File: src/rtl/spi_pkg.sv
// Shared definitions for the SPI register bank: FSM encoding, status width,
// and the bit-counter width helper.
package spi_pkg;

    typedef enum logic [1:0] {
        ST_SKIP = 2'd0,
        ST_ADDR = 2'd1,
        ST_DATA = 2'd2
    } state_t;

    localparam int STATUS_W = 8;

    // The counter must be able to hold DW+1 so that overlong frames stay distinguishable.
    function automatic int cnt_width(input int dw);
        return $clog2(dw + 2);
    endfunction

endpackage

File: src/rtl/spi_sync.sv
// Multi-flop synchroniser for one asynchronous SPI pin, with rise/fall detection
// taken from the two oldest stages.
module spi_sync #(
    parameter int   STAGES    = 2,
    parameter logic RESET_VAL = 1'b0
) (
    input  logic clk,
    input  logic rst,
    input  logic din,
    output logic level,
    output logic rise,
    output logic fall
);

    // Stage 0 is the newest sample, stage STAGES-1 the oldest.
    logic [STAGES-1:0] sync_q;
    logic [STAGES-1:0] sync_d;

    always_comb begin
        sync_d = {sync_q[STAGES-2:0], din};
    end

    always_ff @(posedge clk) begin
        if (rst) begin
            sync_q <= {STAGES{RESET_VAL}};
        end else begin
            sync_q <= sync_d;
        end
    end

    assign level = sync_q[STAGES-1];
    assign rise  = sync_q[STAGES-2] & ~sync_q[STAGES-1];
    assign fall  = ~sync_q[STAGES-2] & sync_q[STAGES-1];

endmodule

File: src/rtl/spi_regbank.sv
// Generic bank of NREGS double-buffered registers written and read back by the
// AVR over a CS-framed SPI link (register number while CS high, data while CS low).
module spi_regbank
    import spi_pkg::*;
#(
    parameter int         NREGS       = 8,
    parameter int         DW          = 8,
    parameter logic [7:0] BASE_ADDR   = 8'h50,
    parameter int         SYNC_STAGES = 2,
    parameter bit         LSB_FIRST   = 1'b1
) (
    input  logic                fclk,
    input  logic                rst,
    input  logic                spics_n,
    input  logic                spick,
    input  logic                spido,
    output logic                spidi,
    input  logic [7:0]          status_in,
    input  logic [NREGS*DW-1:0] rd_data,
    output logic [NREGS*DW-1:0] wr_data,
    output logic [NREGS-1:0]    wr_stb,
    output logic [NREGS-1:0]    rd_stb,
    output logic                frame_err
);

    localparam int CW = cnt_width(DW);
    localparam int IW = (NREGS > 1) ? $clog2(NREGS) : 1;

    logic cs_level, cs_rise, cs_fall;
    logic sck_level, sck_rise, sck_fall;
    logic sdo_level, sdo_rise, sdo_fall;
    logic unused_sync;

    spi_sync #(.STAGES(SYNC_STAGES), .RESET_VAL(1'b1)) u_sync_cs (
        .clk(fclk), .rst(rst), .din(spics_n),
        .level(cs_level), .rise(cs_rise), .fall(cs_fall)
    );
    spi_sync #(.STAGES(SYNC_STAGES), .RESET_VAL(1'b0)) u_sync_sck (
        .clk(fclk), .rst(rst), .din(spick),
        .level(sck_level), .rise(sck_rise), .fall(sck_fall)
    );
    spi_sync #(.STAGES(SYNC_STAGES), .RESET_VAL(1'b0)) u_sync_sdo (
        .clk(fclk), .rst(rst), .din(spido),
        .level(sdo_level), .rise(sdo_rise), .fall(sdo_fall)
    );

    assign unused_sync = ^{sck_level, sck_fall, sdo_rise, sdo_fall};

    state_t              state_q, state_d;
    logic [7:0]          regnum_q, regnum_d;
    logic [CW-1:0]       cnt_q, cnt_d;
    logic [DW-1:0]       in_sh_q, in_sh_d;
    logic [DW-1:0]       out_sh_q, out_sh_d;
    logic [NREGS*DW-1:0] wr_data_q, wr_data_d;
    logic [NREGS-1:0]    wr_stb_q, wr_stb_d;
    logic [NREGS-1:0]    rd_stb_q, rd_stb_d;
    logic                frame_err_q, frame_err_d;

    logic [8:0]    diff;
    logic          hit;
    logic [IW-1:0] idx;
    logic [DW-1:0] rd_sel;
    logic [DW-1:0] status_ext;
    logic [DW-1:0] out_shifted;

    // Nine-bit subtraction makes addresses below BASE_ADDR land far above NREGS.
    always_comb begin
        diff       = {1'b0, regnum_q} - {1'b0, BASE_ADDR};
        hit        = (diff < 9'(NREGS));
        idx        = diff[IW-1:0];
        rd_sel     = '1;
        for (int i = 0; i < NREGS; i++) begin
            if (hit && (idx == IW'(i))) begin
                rd_sel = rd_data[i*DW +: DW];
            end
        end
        status_ext = '0;
        status_ext[STATUS_W-1:0] = status_in;
        out_shifted = LSB_FIRST ? {1'b0, out_sh_q[DW-1:1]} : {out_sh_q[DW-2:0], 1'b0};
    end

    always_comb begin
        state_d     = state_q;
        regnum_d    = regnum_q;
        cnt_d       = cnt_q;
        in_sh_d     = in_sh_q;
        out_sh_d    = out_sh_q;
        wr_data_d   = wr_data_q;
        wr_stb_d    = '0;
        rd_stb_d    = '0;
        frame_err_d = 1'b0;
        case (state_q)
            ST_SKIP: begin
                if (cs_level) begin
                    state_d = ST_ADDR;
                end
            end
            ST_ADDR: begin
                if (cs_fall) begin
                    state_d  = ST_DATA;
                    out_sh_d = rd_sel;
                    cnt_d    = '0;
                    in_sh_d  = '0;
                    for (int i = 0; i < NREGS; i++) begin
                        if (hit && (idx == IW'(i))) begin
                            rd_stb_d[i] = 1'b1;
                        end
                    end
                end else if (sck_rise) begin
                    regnum_d = LSB_FIRST ? {sdo_level, regnum_q[7:1]} : {regnum_q[6:0], sdo_level};
                    out_sh_d = out_shifted;
                end
            end
            ST_DATA: begin
                // A CS edge in the same cycle as an SCK edge takes priority.
                if (cs_rise) begin
                    state_d  = ST_ADDR;
                    out_sh_d = status_ext;
                    regnum_d = '0;
                    if (hit && (cnt_q == CW'(DW))) begin
                        for (int i = 0; i < NREGS; i++) begin
                            if (idx == IW'(i)) begin
                                wr_data_d[i*DW +: DW] = in_sh_q;
                                wr_stb_d[i]           = 1'b1;
                            end
                        end
                    end else if (hit && (cnt_q != '0)) begin
                        frame_err_d = 1'b1;
                    end
                end else if (sck_rise) begin
                    in_sh_d  = LSB_FIRST ? {sdo_level, in_sh_q[DW-1:1]} : {in_sh_q[DW-2:0], sdo_level};
                    out_sh_d = out_shifted;
                    if (cnt_q != CW'(DW + 1)) begin
                        cnt_d = cnt_q + CW'(1);
                    end
                end
            end
            default: state_d = ST_SKIP;
        endcase
    end

    always_ff @(posedge fclk) begin
        if (rst) begin
            state_q     <= ST_SKIP;
            regnum_q    <= '0;
            cnt_q       <= '0;
            in_sh_q     <= '0;
            out_sh_q    <= '0;
            wr_data_q   <= '0;
            wr_stb_q    <= '0;
            rd_stb_q    <= '0;
            frame_err_q <= 1'b0;
        end else begin
            state_q     <= state_d;
            regnum_q    <= regnum_d;
            cnt_q       <= cnt_d;
            in_sh_q     <= in_sh_d;
            out_sh_q    <= out_sh_d;
            wr_data_q   <= wr_data_d;
            wr_stb_q    <= wr_stb_d;
            rd_stb_q    <= rd_stb_d;
            frame_err_q <= frame_err_d;
        end
    end

    assign spidi     = LSB_FIRST ? out_sh_q[0] : out_sh_q[DW-1];
    assign wr_data   = wr_data_q;
    assign wr_stb    = wr_stb_q;
    assign rd_stb    = rd_stb_q;
    assign frame_err = frame_err_q;

endmodule

File: config.mk
export PLATFORM = sky130hd
export DESIGN_NAME = spi_regbank
export DESIGN_NICKNAME = d
export VERILOG_FILES = /design/src/rtl/spi_pkg.sv /design/src/rtl/spi_sync.sv /design/src/rtl/spi_regbank.sv
export SDC_FILE = /design/constraint.sdc
export NUM_CORES = 1
export LEC_CHECK = 0
export CAP_MARGIN = 0
export CORE_ASPECT_RATIO = 1.1
export CORE_MARGIN = 2
export CORE_UTILIZATION = 48
export CTS_CLUSTER_SIZE = 24
export DETAILED_ROUTE_END_ITERATION = 16
export PLACE_DENSITY_LB_ADDON = 0.1
export SYNTH_ARGS = -nofsm -noshare
export SYNTH_HDL_FRONTEND = slang
export SYNTH_HIERARCHICAL = 1
export SYNTH_SLANG_ARGS = --single-unit
File: constraint.sdc
create_clock -name fclk -period 2.31 [get_ports fclk]
set_input_delay 0.3465 -clock fclk [delete_from_list [all_inputs] [get_ports fclk]]
set_output_delay 0.3465 -clock fclk [all_outputs]
set_load 0.03 [all_outputs]
[Yosys cells after proc, flatten, opt, wreduce, memory -nomap -nowiden]
Cells that the tools add are included.
Storage, ports and cells
  register bits after elaboration: 117
  bits in latches: 0
  RAM bits: 0
  memory bits (read-only): 0
  output and inout port bits: 82
  memories kept: 0
Operators by class
  add/subtract/negate cells: 2
  $mul: 0
  div/mod/pow operators: 0
  magnitude comparators: 1
  equality and inequality tests: 19
  shifts and indexed selects: 0
  muxes and demuxes: 46
  bitwise logic cells: 11
  reductions and logical operators: 29
Operator list (count)
  $mux 8: 17
  $pmux 8 s2: 3
  $reduce_and 4->1: 10
  $mux 1: 17
  $mux 4: 4
  $ne 2x2->1 const B: 7
  $eq 3x3->1 const B: 4
  $logic_and 1x1->1: 10
  $lt 9x4->1 const B: 1
  $sub 8x7->9 const B: 1
  $not 1->1: 8
  $pmux 4 s2: 1
  $reduce_or 4->1: 2
  $eq 3x2->1 const B: 2
  $mux 2: 3
  $pmux 2 s3: 1
  $reduce_and 5->1: 1
  $add 4x1->4 const B: 1
  $eq 4x4->1 const B: 1
  $ne 4x4->1 const B: 1
  $reduce_bool 4->1: 1
  $and 1x1->1: 3
  $eq 3x1->1 const B: 1
  $logic_not 3->1: 1
  7 further kinds: 7

[Logic depth before layout (Yosys ltp)]
  word-level depth: 13
  gate-level depth with buffers: 11
  gate-level depth less buffers: 7

[Modules after synthesis]
Netlist, hierarchy kept.
Modules (own cells, without submodules)
  spi_regbank: times used 1, cells an instance 577, area each 5270.1 µm²
  spi_sync at u_sync_sck ...: times used 2, cells an instance 6, area each 65.1 µm²
  spi_sync at u_sync_cs: times used 1, cells an instance 6, area each 66.3 µm²

[Worst setup path after synthesis]
Ideal clock, no wire load.
  path kind: flip-flop to flip-flop
  start point: register regnum_q[4]
  end point: register wr_data_q[0] (netlist: wr_data[0])
  library setup time: 0.128 ns
  data arrival time: 1.846 ns
  path slack: 0.337 ns
  cell stages (with the launch flop): 10
  buffers on the path: 2
  clock period less this slack: 1.973 ns
  cell sequence: dfxtp_1 -> inv_1 -> ha_1 -> nor3b_4 -> o21ai_2 -> buf_6 -> nor4_2 -> buf_4 -> mux2i_1 -> nor2_1
On the way
  word-level cells in the longest chain between the ends: 4
RTL lines
  from (decl): RTL line spi_regbank.sv:50  | logic [7:0] regnum_q, regnum_d;
  from (signal assigned): RTL line spi_regbank.sv:155  | regnum_q <= regnum_d;
  $sub 8x7->9: RTL line spi_regbank.sv:68  | diff = {1'b0, regnum_q} - {1'b0, BASE_ADDR};
  $lt 9x4->1: RTL line spi_regbank.sv:69  | hit = (diff < 9'(NREGS));
  $logic_and 1x1->1: RTL line spi_regbank.sv:120  | if (hit && (cnt_q == CW'(DW))) begin
  $reduce_and 4->1 (no line)
  to (signal assigned): RTL line spi_regbank.sv:159  | wr_data_q <= wr_data_d;
  to (decl): RTL line spi_regbank.sv:54  | logic [NREGS*DW-1:0] wr_data_q, wr_data_d;
Every way passes these cells.
A chain may end at the register's enable or synchronous reset.

[Worst setup path in the final report]
  start point: register regnum_q[4]
  end point: register out_sh_q[3]
On the way
  word-level cells in the longest chain between the ends: 13
  elaborated cells on any way between the ends: 20
RTL lines
  $sub 8x7->9 *: RTL line spi_regbank.sv:68
  $lt 9x4->1 *: RTL line spi_regbank.sv:69
  $logic_and 1x1->1: RTL line spi_regbank.sv:73  | if (hit && (idx == IW'(i))) begin
  $mux 8 (7 in a row): RTL line spi_regbank.sv:73
  $mux 8 *: RTL line spi_regbank.sv:73
  $mux 8 *: RTL line spi_regbank.sv:99  | if (cs_fall) begin
  $pmux 8 s2 *: RTL line spi_regbank.sv:92  | case (state_q)
  to (signal assigned): RTL line spi_regbank.sv:158  | out_sh_q <= out_sh_d;
  to (decl): RTL line spi_regbank.sv:53  | logic [DW-1:0] out_sh_q, out_sh_d;
Mark *: on every way between the ends. The rest lies on a longest branch, timed or not.

==> impl_metrics.prom <==
# TYPE chip_impl_metric gauge
chip_impl_metric{name="initialDrtViolationCount",unit=""} 291
chip_impl_metric{name="power_density",unit="mW/mm²"} 694
chip_impl_metric{name="clk_pin_slew_worst_paths",unit="ps"} 50
chip_impl_metric{name="drive_gt1_share",unit="%"} 14.0
chip_impl_metric{name="via_per_inst",unit=""} 5.47
chip_impl_metric{name="detail-route-antenna-nets",unit=""} 0
chip_impl_metric{name="layout_min_cycle_time",unit="ps"} 2220
chip_impl_metric{name="slew_headroom",unit="%"} 49.9
chip_impl_info{name="final_cell_mix",value="sky130_fd_sc_hd__clkdlybuf4s50_1, sky130_fd_sc_hd__dfxtp_1, sky130_fd_sc_hd__nor2_1"} 1
chip_impl_metric{name="clk_latency",unit="ps"} 410
chip_impl_info{name="rsz0062_at_grt",value="true"} 1
chip_impl_metric{name="slew_viol_final",unit=""} 0
chip_impl_metric{name="worstPathArrival",unit="ps"} 2520
chip_impl_metric{name="via_count_of_the_first_global_routing_pass",unit=""} 5051
chip_impl_metric{name="antenna_violations_before_repair",unit=""} 0
chip_impl_info{name="worst_setup_path_end_kind",value="flop"} 1
chip_impl_metric{name="place_hpwl",unit="mm"} 11.4
chip_impl_info{name="layout_commonest_cell",value="sky130_fd_sc_hd__clkdlybuf4s50_1"} 1
chip_impl_metric{name="setup_viol",unit=""} 0
chip_impl_info{name="status",value="finished, final reports clean"} 1
chip_impl_metric{name="timing.hold.worst_path_depth",unit=""} 3
chip_impl_metric{name="total_power",unit="mW"} 5.53
chip_impl_metric{name="crit_fanout",unit=""} 7
chip_impl_metric{name="grt_use_total",unit="%"} 26.6
chip_impl_info{name="crit_path_start",value="regnum_q[4]"} 1
chip_impl_metric{name="syn_nets",unit=""} 677
chip_impl_info{name="cp-start-kind",value="flop"} 1
chip_impl_info{name="cts-root-buf",value="sky130_fd_sc_hd__clkbuf_16"} 1
chip_impl_info{name="hold_class",value="input port to flop"} 1
chip_impl_metric{name="timing.final.hold_violations",unit=""} 0
chip_impl_metric{name="area_delta_synth_final",unit="%"} 46.2
chip_impl_metric{name="routedWlPerCell",unit="µm"} 17.6
chip_impl_metric{name="dieHeight",unit="µm"} 116
chip_impl_metric{name="max-vdd-ir-drop",unit="mV"} 0.540
chip_impl_metric{name="crit_required",unit="ps"} 2610
chip_impl_metric{name="warnings_from_yosys",unit=""} 6
chip_impl_metric{name="start_util",unit="%"} 49.5
chip_impl_metric{name="first_pass_iters",unit=""} 5
chip_impl_metric{name="cts_max_level",unit=""} 4
chip_impl_info{name="worstHoldStart",value="rst"} 1
chip_impl_metric{name="via_count_of_the_routed_design",unit=""} 5050
chip_impl_metric{name="detail_route.wirelength",unit="mm"} 16.3
chip_impl_metric{name="finalNetCount",unit=""} 849
chip_impl_metric{name="max_slew.worst_pin.slew",unit="ps"} 746
chip_impl_metric{name="max-cap-violations",unit=""} 0
chip_impl_metric{name="grt_first_pass_wirelength",unit="mm"} 25.5
chip_impl_metric{name="cts_sinks",unit=""} 117
chip_impl_metric{name="rows",unit=""} 40
chip_impl_metric{name="standard_cell_core_area",unit="mm²"} 0.0110
chip_impl_metric{name="syn-cell-area",unit="mm²"} 0.00545
chip_impl_metric{name="top_level_ports",unit=""} 159
chip_impl_metric{name="syn-mean-instance-area",unit="µm²"} 9.20
chip_impl_metric{name="numPortBuffers",unit=""} 158
chip_impl_metric{name="detail_route.drc_violations",unit=""} 0
chip_impl_metric{name="timing.final.crit_share",unit="%"} 96.2
chip_impl_metric{name="power_leakage",unit="nW"} 2.84
chip_impl_metric{name="syn_inst",unit=""} 592
chip_impl_metric{name="grt_max_degree",unit=""} 56
chip_impl_metric{name="filler_cells_inserted",unit=""} 829
chip_impl_metric{name="holdWs",unit="ps"} 381
chip_impl_metric{name="global_route.overflow_total",unit=""} 0
chip_impl_info{name="r2r_start",value="regnum_q[4]"} 1
chip_impl_metric{name="die_outline_area",unit="mm²"} 0.0122
chip_impl_metric{name="tritoncts.num_buffers",unit=""} 17
chip_impl_metric{name="die_w",unit="µm"} 106
chip_impl_info{name="cts_tree",value="yes"} 1
chip_impl_metric{name="largest_clock_skew_in_the_final_design",unit="ps"} 7.77
chip_impl_metric{name="clockBufferDepth",unit=""} 2
chip_impl_metric{name="timing.fmax",unit="MHz"} 450
chip_impl_metric{name="reg2reg_depth",unit=""} 8
chip_impl_info{name="worst-setup-path-type",value="flop to flop"} 1
chip_impl_metric{name="gp_routability_congestion",unit=""} 0.871
chip_impl_metric{name="antenna_cells",unit=""} 0
## report_power, final
part | leakage [nW] | switching [mW] | internal (mW) | total (mW)
combinational | 1.59 | 0.304 | 0.311 | 0.615
sequential | 0.946 | 0.0391 | 2.07 | 2.11
clock | 0.296 | 0.965 | 1.84 | 2.81
## critical path: stages (launching register included)
cell,delay (ps)
sky130_fd_sc_hd__dfxtp_2,340
sky130_fd_sc_hd__inv_1,50
sky130_fd_sc_hd__ha_2,200
sky130_fd_sc_hd__nor3b_4,290
sky130_fd_sc_hd__buf_4,180
sky130_fd_sc_hd__o211ai_1,230
sky130_fd_sc_hd__a221oi_1,450
sky130_fd_sc_hd__a211oi_1,100
sky130_fd_sc_hd__o31a_1,280
## path summary, 6_finish.rpt
check	slack, ps	end
max	90	out_sh_q[3]
min	380	rd_stb[6]
max reg2reg	90	out_sh_q[3]
min reg2reg	450	wr_data[63]
## per-layer routing
layer  global-route usage (%)  share of wire, %
met3                     9.39               7.5
met4                     13.1               3.0
met1                     30.6                42
met5                        0                 0
met2                     44.4                48
## flip-flops by register name, indices dropped and copies added (netlist names)
name               flops
out_sh_q               8
u_sync_cs/sync_q       2
regnum_q               8
wr_stb                 8
rd_stb                 8
frame_err              1
u_sync_sck/sync_q      2
u_sync_sdo/sync_q      2
in_sh_q                8
cnt_q                  4
wr_data               64
state_q                2
## layout make-up
cell class / count / area, µm² / area share [%]
flip-flops and latches: 117 / 2340 / 29.4
multi-input cells: 413 / 2840 / 35.7
repair buffers: 201 / 1900 / 23.9
clock inverters: 14 / 198 / 2.48
well taps: 147 / 184 / 2.31
clock buffers: 18 / 439 / 5.51
inverters: 14 / 52.6 / 0.660
## what timing repair did
item | in CTS | in global routing
setup buffers | 0 | 7
setup endpoints to repair | 0 | 20
hold buffers | 0 | 0
gates resized for setup | 0 | 12
## per-stage QoR
step	std cells	setup WS (ps)	setup TNS [ps]	util, %	cell area [µm²]
6_report	924	87.7	0	72.3	7970
5_1_grt	924	-67.0	-151	72.3	7970
4_1_cts	916	54.7	0	71.4	7870
3_5_place_dp	884	59.9	0	65.7	7230
3_3_place_gp	884	114	0	65.7	7230
2_1_floorplan	592	337	0	-	5450
No activity file was read; power rests on OpenSTA's default activity.
